## src/rtl/forwarding_unit_if.sv

```systemverilog
// forwarding_unit_if: ID-stage operand/destination information flowing into the
// forwarding unit, and the registered operand selects, stall request and stall
// counter flowing back out.
interface forwarding_unit_if #(
  parameter int REG_ADDR_W = 5,
  parameter int CNT_W      = 16
);
  logic                  stall_ext;
  logic                  flush;
  logic [REG_ADDR_W-1:0] id_src_top;
  logic [REG_ADDR_W-1:0] id_src_bot;
  logic                  id_src_top_en;
  logic                  id_src_bot_en;
  logic [REG_ADDR_W-1:0] id_dst_top;
  logic [REG_ADDR_W-1:0] id_dst_bot;
  logic                  id_dst_top_we;
  logic                  id_dst_bot_we;
  logic                  id_is_load;
  logic [4:0]            alu_input_sel_top;
  logic [4:0]            alu_input_sel_bot;
  logic                  hazard_stall;
  logic [CNT_W-1:0]      hazard_count;

  // Pipeline side: drives the ID fields, observes selects and stall.
  modport master (
    output stall_ext, flush,
    output id_src_top, id_src_bot, id_src_top_en, id_src_bot_en,
    output id_dst_top, id_dst_bot, id_dst_top_we, id_dst_bot_we, id_is_load,
    input  alu_input_sel_top, alu_input_sel_bot, hazard_stall, hazard_count
  );

  // Forwarding unit side.
  modport slave (
    input  stall_ext, flush,
    input  id_src_top, id_src_bot, id_src_top_en, id_src_bot_en,
    input  id_dst_top, id_dst_bot, id_dst_top_we, id_dst_bot_we, id_is_load,
    output alu_input_sel_top, alu_input_sel_bot, hazard_stall, hazard_count
  );
endinterface

```

## src/rtl/forwarding_unit.sv

```systemverilog
// forwarding_unit: keeps shadow copies of the destinations of the instructions
// in EX and MEM, produces registered one-hot ALU operand selects for the next
// EX cycle, and requests a one-cycle bubble on a load-use dependency.
module forwarding_unit #(
  parameter int REG_ADDR_W = 5,
  parameter int CNT_W      = 16
) (
  input  logic             clock,
  input  logic             reset_n,
  forwarding_unit_if.slave bus
);

  localparam logic [4:0] SEL_REG      = 5'b00001;
  localparam logic [4:0] SEL_EXMEM_T  = 5'b00010;
  localparam logic [4:0] SEL_EXMEM_B  = 5'b00100;
  localparam logic [4:0] SEL_MEMWB_T  = 5'b01000;
  localparam logic [4:0] SEL_MEMWB_B  = 5'b10000;

  typedef enum logic {IDLE, BUBBLE} state_t;

  state_t                state_q, state_d;
  logic [REG_ADDR_W-1:0] exDstTop_q, exDstTop_d;
  logic [REG_ADDR_W-1:0] exDstBot_q, exDstBot_d;
  logic                  exWeTop_q, exWeTop_d;
  logic                  exWeBot_q, exWeBot_d;
  logic                  exIsLoad_q, exIsLoad_d;
  logic [REG_ADDR_W-1:0] memDstTop_q, memDstTop_d;
  logic [REG_ADDR_W-1:0] memDstBot_q, memDstBot_d;
  logic                  memWeTop_q, memWeTop_d;
  logic                  memWeBot_q, memWeBot_d;
  logic [4:0]            selTop_q, selTop_d;
  logic [4:0]            selBot_q, selBot_d;
  logic [CNT_W-1:0]      count_q, count_d;
  logic                  hazardStall;

  // Raw address matches of each ID source against each shadow destination.
  logic topExT, topExB, topMemT, topMemB;
  logic botExT, botExB, botMemT, botMemB;
  logic loadHit, hazardReq;

  assign topExT  = bus.id_src_top_en && exWeTop_q  && (exDstTop_q  == bus.id_src_top);
  assign topExB  = bus.id_src_top_en && exWeBot_q  && (exDstBot_q  == bus.id_src_top);
  assign topMemT = bus.id_src_top_en && memWeTop_q && (memDstTop_q == bus.id_src_top);
  assign topMemB = bus.id_src_top_en && memWeBot_q && (memDstBot_q == bus.id_src_top);
  assign botExT  = bus.id_src_bot_en && exWeTop_q  && (exDstTop_q  == bus.id_src_bot);
  assign botExB  = bus.id_src_bot_en && exWeBot_q  && (exDstBot_q  == bus.id_src_bot);
  assign botMemT = bus.id_src_bot_en && memWeTop_q && (memDstTop_q == bus.id_src_bot);
  assign botMemB = bus.id_src_bot_en && memWeBot_q && (memDstBot_q == bus.id_src_bot);

  // A load in EX cannot forward from EX/MEM, so any dependency on it is a hazard.
  assign loadHit   = exIsLoad_q && (topExT || topExB || botExT || botExB);
  assign hazardReq = (state_q == IDLE) && loadHit && !bus.stall_ext && !bus.flush;

  // Newest producer wins; within a stage the top destination beats the bottom.
  function automatic logic [4:0] pickSel(input logic exT, input logic exB,
                                         input logic memT, input logic memB);
    if (exT)       return SEL_EXMEM_T;
    else if (exB)  return SEL_EXMEM_B;
    else if (memT) return SEL_MEMWB_T;
    else if (memB) return SEL_MEMWB_B;
    else           return SEL_REG;
  endfunction

  // Next-state for FSM, shadows, selects and counter; everything holds on stall_ext.
  always_comb begin
    state_d     = state_q;
    exDstTop_d  = exDstTop_q;
    exDstBot_d  = exDstBot_q;
    exWeTop_d   = exWeTop_q;
    exWeBot_d   = exWeBot_q;
    exIsLoad_d  = exIsLoad_q;
    memDstTop_d = memDstTop_q;
    memDstBot_d = memDstBot_q;
    memWeTop_d  = memWeTop_q;
    memWeBot_d  = memWeBot_q;
    selTop_d    = selTop_q;
    selBot_d    = selBot_q;
    count_d     = count_q;
    hazardStall = 1'b0;
    if (!bus.stall_ext) begin
      memDstTop_d = exDstTop_q;
      memDstBot_d = exDstBot_q;
      memWeTop_d  = exWeTop_q;
      memWeBot_d  = exWeBot_q;
      if (bus.flush || hazardReq) begin
        exDstTop_d = '0;
        exDstBot_d = '0;
        exWeTop_d  = 1'b0;
        exWeBot_d  = 1'b0;
        exIsLoad_d = 1'b0;
        selTop_d   = SEL_REG;
        selBot_d   = SEL_REG;
      end else begin
        exDstTop_d = bus.id_dst_top;
        exDstBot_d = bus.id_dst_bot;
        exWeTop_d  = bus.id_dst_top_we;
        exWeBot_d  = bus.id_dst_bot_we;
        exIsLoad_d = bus.id_is_load;
        selTop_d   = pickSel(topExT && !exIsLoad_q, topExB && !exIsLoad_q, topMemT, topMemB);
        selBot_d   = pickSel(botExT && !exIsLoad_q, botExB && !exIsLoad_q, botMemT, botMemB);
      end
      case (state_q)
        IDLE: begin
          if (hazardReq) begin
            hazardStall = 1'b1;
            state_d     = BUBBLE;
            if (~&count_q) count_d = count_q + {{(CNT_W-1){1'b0}}, 1'b1};
          end
        end
        BUBBLE:  state_d = IDLE;
        default: state_d = IDLE;
      endcase
    end
  end

  // State register; reset discards any pending bubble and clears the shadows.
  always_ff @(posedge clock or negedge reset_n) begin
    if (!reset_n) begin
      state_q     <= IDLE;
      exDstTop_q  <= '0;
      exDstBot_q  <= '0;
      exWeTop_q   <= 1'b0;
      exWeBot_q   <= 1'b0;
      exIsLoad_q  <= 1'b0;
      memDstTop_q <= '0;
      memDstBot_q <= '0;
      memWeTop_q  <= 1'b0;
      memWeBot_q  <= 1'b0;
      selTop_q    <= SEL_REG;
      selBot_q    <= SEL_REG;
      count_q     <= '0;
    end else begin
      state_q     <= state_d;
      exDstTop_q  <= exDstTop_d;
      exDstBot_q  <= exDstBot_d;
      exWeTop_q   <= exWeTop_d;
      exWeBot_q   <= exWeBot_d;
      exIsLoad_q  <= exIsLoad_d;
      memDstTop_q <= memDstTop_d;
      memDstBot_q <= memDstBot_d;
      memWeTop_q  <= memWeTop_d;
      memWeBot_q  <= memWeBot_d;
      selTop_q    <= selTop_d;
      selBot_q    <= selBot_d;
      count_q     <= count_d;
    end
  end

  assign bus.alu_input_sel_top = selTop_q;
  assign bus.alu_input_sel_bot = selBot_q;
  assign bus.hazard_stall      = hazardStall;
  assign bus.hazard_count      = count_q;

endmodule
```

## src/flat_wrapper.sv

```systemverilog
// flat-port wrapper written by rule: the top's interface ports become plain ports
module forwarding_unit_flat 
#(
  parameter int REG_ADDR_W = 5,
  parameter int CNT_W      = 16
)
  (clock, reset_n, bus_stall_ext, bus_flush, bus_id_src_top, bus_id_src_bot, bus_id_src_top_en, bus_id_src_bot_en, bus_id_dst_top, bus_id_dst_bot, bus_id_dst_top_we, bus_id_dst_bot_we, bus_id_is_load, bus_alu_input_sel_top, bus_alu_input_sel_bot, bus_hazard_stall, bus_hazard_count);
  forwarding_unit_if #(.REG_ADDR_W(REG_ADDR_W), .CNT_W(CNT_W)) bus_i ();
  input  logic clock;
  input  logic reset_n;
  input wire logic [$bits(bus_i.stall_ext)-1:0] bus_stall_ext;
  input wire logic [$bits(bus_i.flush)-1:0] bus_flush;
  input wire logic [$bits(bus_i.id_src_top)-1:0] bus_id_src_top;
  input wire logic [$bits(bus_i.id_src_bot)-1:0] bus_id_src_bot;
  input wire logic [$bits(bus_i.id_src_top_en)-1:0] bus_id_src_top_en;
  input wire logic [$bits(bus_i.id_src_bot_en)-1:0] bus_id_src_bot_en;
  input wire logic [$bits(bus_i.id_dst_top)-1:0] bus_id_dst_top;
  input wire logic [$bits(bus_i.id_dst_bot)-1:0] bus_id_dst_bot;
  input wire logic [$bits(bus_i.id_dst_top_we)-1:0] bus_id_dst_top_we;
  input wire logic [$bits(bus_i.id_dst_bot_we)-1:0] bus_id_dst_bot_we;
  input wire logic [$bits(bus_i.id_is_load)-1:0] bus_id_is_load;
  output wire logic [$bits(bus_i.alu_input_sel_top)-1:0] bus_alu_input_sel_top;
  output wire logic [$bits(bus_i.alu_input_sel_bot)-1:0] bus_alu_input_sel_bot;
  output wire logic [$bits(bus_i.hazard_stall)-1:0] bus_hazard_stall;
  output wire logic [$bits(bus_i.hazard_count)-1:0] bus_hazard_count;
  assign bus_i.stall_ext = bus_stall_ext;
  assign bus_i.flush = bus_flush;
  assign bus_i.id_src_top = bus_id_src_top;
  assign bus_i.id_src_bot = bus_id_src_bot;
  assign bus_i.id_src_top_en = bus_id_src_top_en;
  assign bus_i.id_src_bot_en = bus_id_src_bot_en;
  assign bus_i.id_dst_top = bus_id_dst_top;
  assign bus_i.id_dst_bot = bus_id_dst_bot;
  assign bus_i.id_dst_top_we = bus_id_dst_top_we;
  assign bus_i.id_dst_bot_we = bus_id_dst_bot_we;
  assign bus_i.id_is_load = bus_id_is_load;
  assign bus_alu_input_sel_top = bus_i.alu_input_sel_top;
  assign bus_alu_input_sel_bot = bus_i.alu_input_sel_bot;
  assign bus_hazard_stall = bus_i.hazard_stall;
  assign bus_hazard_count = bus_i.hazard_count;
  forwarding_unit #(.REG_ADDR_W(REG_ADDR_W), .CNT_W(CNT_W)) u_core (.clock(clock), .reset_n(reset_n), .bus(bus_i));
endmodule
```

## config.mk

```make
export PLATFORM = sky130hd
export DESIGN_NAME = forwarding_unit_flat
export DESIGN_NICKNAME = d
export VERILOG_FILES = /design/src/rtl/forwarding_unit_if.sv /design/src/rtl/forwarding_unit.sv /design/src/flat_wrapper.sv
export SDC_FILE = /design/constraint.sdc
export NUM_CORES = 1
export LEC_CHECK = 0
export CAP_MARGIN = 20
export CORE_UTILIZATION = 55
export DETAILED_ROUTE_END_ITERATION = 8
export GPL_TIMING_DRIVEN = 1
export MAX_ROUTING_LAYER = met4
export PLACE_DENSITY = 0.91
export SETUP_SLACK_MARGIN = 0.15
export SLEW_MARGIN = 0
export SYNTH_ARGS = -nofsm -noshare
export SYNTH_HDL_FRONTEND = slang
export SYNTH_SLANG_ARGS = --single-unit
export TNS_END_PERCENT = 20
```

## constraint.sdc

```tcl
create_clock -name clock -period 2.9 [get_ports clock]
set_clock_uncertainty 0.05 [all_clocks]
set_input_delay 0.29 -clock clock [delete_from_list [all_inputs] [get_ports clock]]
set_output_delay 0.29 -clock clock [all_outputs]
set_load 0.02 [all_outputs]
```

==> results of run 1 <==
## worst max-delay path: cells and delay by family, from the launching register on
kind | cells | cell delay, ps
simple gates | 3 | 590
buf+inv | 2 | 510
flops | 1 | 440
compound gates | 1 | 120
xor+xnor | 1 | 180
## kinds of logic after synthesis
logic type / after synthesis / synth area share (%)
buf+inv: 13 / 2.29
fa+ha+maj: 1 / 0.467
mux: 13 / 5.47
xor+xnor: 55 / 18.0
simple gates: 67 / 15.0
compound gates: 31 / 10.1
flops: 52 / 48.7
## cells in the final DEF, fill, tap and decap left out, types with 2 or more instances in the layout
master and n:
clkdlybuf4s50_1 53, dfrtp_1 50, xnor2_1 30, xor2_1 25, nand4_1 18, a22o_1 14, nand2_1 13, mux2_2 13
buf_4 13, nand3_1 8, nor4_1 6, inv_1 6, nor2_1 6, clkbuf_8 6, a21oi_1 4, a32o_1 3
and2_1 2, nor3_1 2, and3_1 2, o211ai_1 2, o21ai_0 2, o31ai_1 2, nor2b_1 2, dfstp_2 2
## through the flow
stage,setup slack (ps),hold slack (ps),power (mW),instance area [um^2]
after floorplan,947,-55.6,0.927,2680
after global placement,159,417,1.03,3350
final,416,431,1.46,3470
after CTS,391,166,1.46,3440
after global routing,291,456,1.52,3470
after detailed placement,153,424,1.04,3350
## cells in the mapped netlist (all sizes together)
library cell	instances
a21o	1
a21oi	4
a22o	14
a311oi	1
a32o	3
and2	2
and3	3
and4	1
buf	4
clkbuf	3
dfrtp	50
dfstp	2
ha	1
inv	6
mux2	13
nand2	13
nand3	8
nand3b	2
nand4	18
nor2	6
nor2b	2
nor3	3
nor3b	1
nor4	7
o211ai	2
o21a	1
o21ai	2
o2bb2ai	1
o31ai	2
or3	1
xnor2	30
xor2	25
## worst max-delay path by stage
| stage | from | to | slack, ps | depth (start not counted) |
|---|---|---|---|---|
| floorplan | u_core.exDstBot_q[4] | u_core.exDstTop_q[3] | 950 | 7 |
| global placement | bus_id_src_top[3] | bus_hazard_stall | 160 | 7 |
| finish | u_core.exDstBot_q[4] | bus_hazard_stall | 420 | 7 |
| detailed placement | bus_id_src_top[3] | bus_hazard_stall | 150 | 7 |
| global route | u_core.exDstBot_q[3] | bus_hazard_stall | 290 | 7 |
| CTS | u_core.exDstBot_q[4] | bus_hazard_stall | 390 | 7 |
## routing by layer
metal / global-route usage (%) / vias to the layer above / wire length [um]
li1: - / 980 / -
met4: 9.37 / 0 / 138
met1: 34.8 / 1007 / 2730
met3: 4.78 / 11 / 238
met5: - / - / 0
met2: 38.7 / 55 / 2830
## sequential cells by signal, indices dropped and copies added, names as in the netlist, 5 cells and up
name	flops
u_core.bus.hazard_count	16
u_core.bus.alu_input_sel_bot	5
u_core.bus.alu_input_sel_top	5
u_core.exDstTop_q	5
u_core.exDstBot_q	5
u_core.memDstBot_q	5
u_core.memDstTop_q	5
## timing repair
item                                    in CTS  in global routing
resized for setup                            1                  0
hold buffers                                 0                  1
endpoints found under the setup margin       1                  0
endpoints found under the hold margin        0                 22
buffers inserted                             0                  0
## power by group through the flow
| stage | Sequential, mW | Combinational, mW | Clock (mW) |
|---|---|---|---|
| finish | 0.805 | 0.223 | 0.430 |
| CTS | 0.804 | 0.220 | 0.435 |
| global placement | 0.816 | 0.215 | 0 |
| detailed placement | 0.819 | 0.218 | 0 |
| global route | 0.810 | 0.241 | 0.467 |
| floorplan | 0.808 | 0.118 | 0 |
## layout make-up
| class | count | share of cell area, % |
|---|---|---|
| clock buffer | 7 | 2.49 |
| tap | 54 | 1.95 |
| clock inverter | 1 | 0.216 |
| sequential | 52 | 37.6 |
| inverter | 6 | 0.649 |
| multi-input combinational | 167 | 37.8 |
| timing repair buffer | 70 | 19.4 |
==> flow_metrics.py, run 1 <==
metrics = {
    "yosys": {
        "synth_cells": 232,
        "postSynthRegisterBits": 52,
        "synth_seq_area_share_pct": 48.7,
        "ys_types": 39,
        "synth_top_cell_by_area": "dfrtp_1",
        "synth.avg_cell_area_um2": 11.5,
        "synth_top_area_share_pct": 46.8,
        "synth.yosys.warnings": 0,
        "post_synth_main_area_contributors": "dfrtp_1 47%, xnor2_1 9.8%, xor2_1 8.2%, mux2_2 5.5%, a22o_1 4.6%",
        "syn_nets": 262,
        "synth_area_um2": 2680,
    },
    "timing": {
        "rsz0062_at_grt": "no",
        "period_needed_ps": 2480,
        "totalNegativeSetupSlack_ps": 0,
        "setup_viol": 0,
        "finalHoldViolCount": 0,
        "max_slew.worst_pin.slew_ps": 498,
        "period_share_pct": 85.6,
        "final_number_of_max_transition_violations": 0,
        "achievable-frequency_mhz": 403,
        "slew-limit-headroom_pct": 66.8,
    },
    "finish": {
        "number_of_antenna_diodes": 0,
        "fill_cells": 334,
        "nNetsFinal": 332,
        "post_route_cells_drive_above_1_share_pct": 14.2,
        "finalNonFillerCells": 357,
        "multi_input_area_um2": 1310,
        "seq_area_um2": 1300,
        "post-route-util_pct": 74.0,
        "syn_to_final_growth_pct": 29.7,
    },
    "setup_path": {
        "critPathMaxFanout": 4,
        "setup.worst_path.start_class": "flip-flop",
        "timing.critical_path.cells": "xor2_1 > nor4_1 > buf_4 > o2bb2ai_2 > nand3b_4 > and2_1 > dlygate4sd2_1",
        "arrival_ps": 2140,
        "crit_required_ps": 2560,
        "critPathKind": "flip-flop to output port",
        "worst_r2r_startpoint": "u_core.exDstBot_q[4]",
        "crit_path_largest_cell_delay_ps": 440,
        "slowest_stage": "dfrtp_1",
        "critical_path.endpoint_type": "output port",
        "reg2reg_depth": 9,
        "r2r_end": "u_core.bus.alu_input_sel_top[4]",
        "timing.reg2reg.setup_slack_ps": 620,
    },
    "routing": {
        "remaining_drc_errors": 0,
        "routed_wire_length_per_instance_um": 16.6,
        "detailroute.via_count": 2053,
        "postRouteAntennaNets": 0,
        "detail_route.first_pass.iterations": 4,
        "drt_first_iter_violations": 103,
        "wl_mm": 5.93,
        "vias_per_cell": 5.75,
    },
    "clocking": {
        "clkTransAtPathRegs_ps": 90,
        "clock_path_buffers": 2,
        "cts_buffers": 5,
        "root_buffer": "clkbuf_8",
        "clock_sink_count": 52,
        "insertion_delay_ps": 310,
        "tritoncts": "done",
        "htreeDepth": 2,
    },
    "pwr": {
        "share_comb_of_total_power_pct": 15.3,
        "power.density_cell_area_nw_per_um2": 420,
        "internal-power_mw": 1.08,
        "power.share.clock_pct": 29.5,
        "part_of_the_total_power_dissipated_in_sequential_elements_pct": 55.2,
        "cellLeakagePower_nw": 1.50,
        "p_sw_share_pct": 26.1,
        "power.ir.vdd_worst_v": 0.000374,
        "net-switching-power_mw": 0.381,
    },
    "placement": {
        "port_buffers": 55,
        "dp.cells": 347,
        "globalplace.congestion": 0.974,
        "dp_hpwl_mm": 4.39,
    },
    "die": {
        "placement_rows": 25,
        "dieHeight_um": 71.8,
        "boundaryPins": 56,
        "start_util_pct": 57.0,
        "coreArea_um2": 4690,
        "area_enclosed_by_the_die_boundary_um2": 5150,
        "die-width_um": 71.8,
    },
    "flow_run": {
        "drv.max_cap_violation_count": 0,
    },
    "global_route": {
        "overflow": 0,
        "pin_count_of_the_biggest_net_entering_global_routing": 53,
        "antenna_violations_before_repair": 0,
        "grt_pass1_vias": 1990,
        "grt_first_pass_wirelength_mm": 9.85,
        "groute.usage.overall_pct": 25.7,
    },
    "run_status": {
        "run_status": "completed",
    },
    "hold_path": {
        "min_path_type": "input port to async pin",
    },
}
Note: power is estimated with default switching activity, not from simulation.
==> run 2: changes to the inputs <==
CAP_MARGIN = 40   (was 20)
==> run 2 against run 1 <==
  * Design area unchanged
  * Sequential power about the same
  * Total power down 0.33%
  * Wire length down 1.1%
  * Worst setup slack worse by 6.6 ps
  * Largest cell class unchanged
==> flow_metrics.py, run 2 (synthesis results as in run 1) <==
metrics = {
    "placement": {
        "place_area_um2": 3370,
        "dp_hpwl_mm": 4.44,
        "port_buffers": 55,
        "globalplace.congestion": 0.974,
        "dp.cells": 348,
    },
    "run_status": {
        "run_status": "completed",
    },
    "global_route": {
        "overflow": 0,
        "grt_first_pass_wirelength_mm": 9.73,
        "pin_count_of_the_biggest_net_entering_global_routing": 39,
        "groute.usage.overall_pct": 25.4,
        "grt_pass1_vias": 1973,
        "antenna_violations_before_repair": 0,
    },
    "setup_path": {
        "worst_r2r_startpoint": "u_core.exDstBot_q[4]",
        "critPathKind": "flip-flop to output port",
        "critPathMaxFanout": 4,
        "r2r_end": "u_core.bus.alu_input_sel_bot[4]",
        "timing.reg2reg.setup_slack_ps": 610,
        "crit_required_ps": 2560,
        "critical_path.endpoint_type": "output port",
        "setup.worst_path.start_class": "flip-flop",
        "arrival_ps": 2150,
        "reg2reg_depth": 9,
    },
    "routing": {
        "detail_route.first_pass.iterations": 4,
        "wl_mm": 5.86,
        "remaining_drc_errors": 0,
        "detailroute.via_count": 2061,
        "vias_per_cell": 5.77,
        "drt_first_iter_violations": 140,
        "postRouteAntennaNets": 0,
        "routed_wire_length_per_instance_um": 16.4,
    },
    "die": {
        "die-width_um": 71.8,
        "placement_rows": 25,
        "start_util_pct": 57.0,
        "area_enclosed_by_the_die_boundary_um2": 5150,
        "coreArea_um2": 4690,
        "boundaryPins": 56,
        "dieHeight_um": 71.8,
    },
    "timing": {
        "rsz0062_at_grt": "no",
        "period_needed_ps": 2490,
        "max_slew.worst_pin.slew_ps": 437,
        "period_share_pct": 85.9,
        "totalNegativeSetupSlack_ps": 0,
        "final_number_of_max_transition_violations": 0,
        "slew-limit-headroom_pct": 70.9,
        "achievable-frequency_mhz": 402,
        "finalHoldViolCount": 0,
        "setup_viol": 0,
    },
    "clocking": {
        "htreeDepth": 2,
        "insertion_delay_ps": 310,
        "root_buffer": "clkbuf_8",
        "cts_buffers": 5,
        "clock_sink_count": 52,
        "tritoncts": "done",
        "post-cts-setup-buffers": 0,
        "clock_path_buffers": 2,
        "clkTransAtPathRegs_ps": 90,
    },
    "finish": {
        "mostFrequentLayoutCells": "53 x clkdlybuf4s50_1, 50 x dfrtp_1, 30 x xnor2_1, 25 x xor2_1, 18 x nand4_1",
        "number_of_antenna_diodes": 0,
        "post_route_cells_drive_above_1_share_pct": 14.2,
        "largest_register_ffs": 16,
        "finalInstanceArea_um2": 3470,
        "nNetsFinal": 332,
        "commonest_non_fill_non_tap_cell_in_the_layout": "clkdlybuf4s50_1",
        "finalNonFillerCells": 357,
        "syn_to_final_growth_pct": 29.7,
        "post-route-util_pct": 74.0,
    },
    "pwr": {
        "cellLeakagePower_nw": 1.50,
        "power.ir.vdd_worst_v": 0.000313,
        "power.density_cell_area_nw_per_um2": 418,
    },
    "hold_path": {
        "min_path_type": "input port to async pin",
    },
    "flow_run": {
        "drv.max_cap_violation_count": 0,
    },
}
[run 2: report_power, final]
group,total (mW),internal [mW],leakage (nW),switching [mW]
registers,0.805,0.759,0.696,0.0453
clock network,0.426,0.194,0.0445,0.231
logic,0.222,0.123,0.764,0.0993
[run 2: worst max path at each step]
| stage | start | end | slack, ps | cells past startpoint |
|---|---|---|---|---|
| 6_report | u_core.exDstBot_q[4] | bus_hazard_stall | 410 | 7 |
| 2_1_floorplan | u_core.exDstBot_q[4] | u_core.exDstTop_q[3] | 950 | 7 |
| 4_1_cts | u_core.exDstBot_q[4] | bus_hazard_stall | 380 | 7 |
| 3_3_place_gp | bus_id_src_top[3] | bus_hazard_stall | 160 | 7 |
| 3_5_place_dp | bus_id_src_top[3] | bus_hazard_stall | 130 | 7 |
| 5_1_grt | u_core.exDstBot_q[3] | bus_hazard_stall | 280 | 7 |
[run 2: final cells by class]
class                      count  area (um^2)
clock buffer                   7         86.3
clock inverter                 1         7.51
fill                         326         1220
inverter                       6         22.5
multi-input combinational    167         1310
sequential                    52         1300
tap                           54         67.6
timing repair buffer          70          672
[run 2: critical path, cell delays in order, from the launching register on]
cell           delay (ps)
dfrtp_1               440
xor2_1                180
nor4_1                280
buf_4                 170
o2bb2ai_2             120
nand3b_4              160
and2_1                140
dlygate4sd2_1         350
[run 2: stage by stage]
| step | total power, mW | setup slack, ps | hold WS, ps |
|---|---|---|---|
| 3_3_place_gp | 1.03 | 159 | 417 |
| 6_report | 1.45 | 410 | 394 |
| 5_1_grt | 1.52 | 283 | 433 |
| 2_1_floorplan | 0.927 | 947 | -55.6 |
| 4_1_cts | 1.46 | 383 | 407 |
| 3_5_place_dp | 1.04 | 130 | 205 |
[run 2: what timing repair did]
action,CTS,global route
gates resized for setup,1,0
endpoints found under the setup margin,1,0
endpoints found under the hold margin,19,0
hold buffers,1,0
[run 2: routing by layer]
metal	GRT usage, %	up-vias	wire, um
met5	-	-	0
met4	9.37	0	154
met2	36.8	56	2720
met1	36.2	1012	2770
met3	4.22	13	219
li1	-	980	-
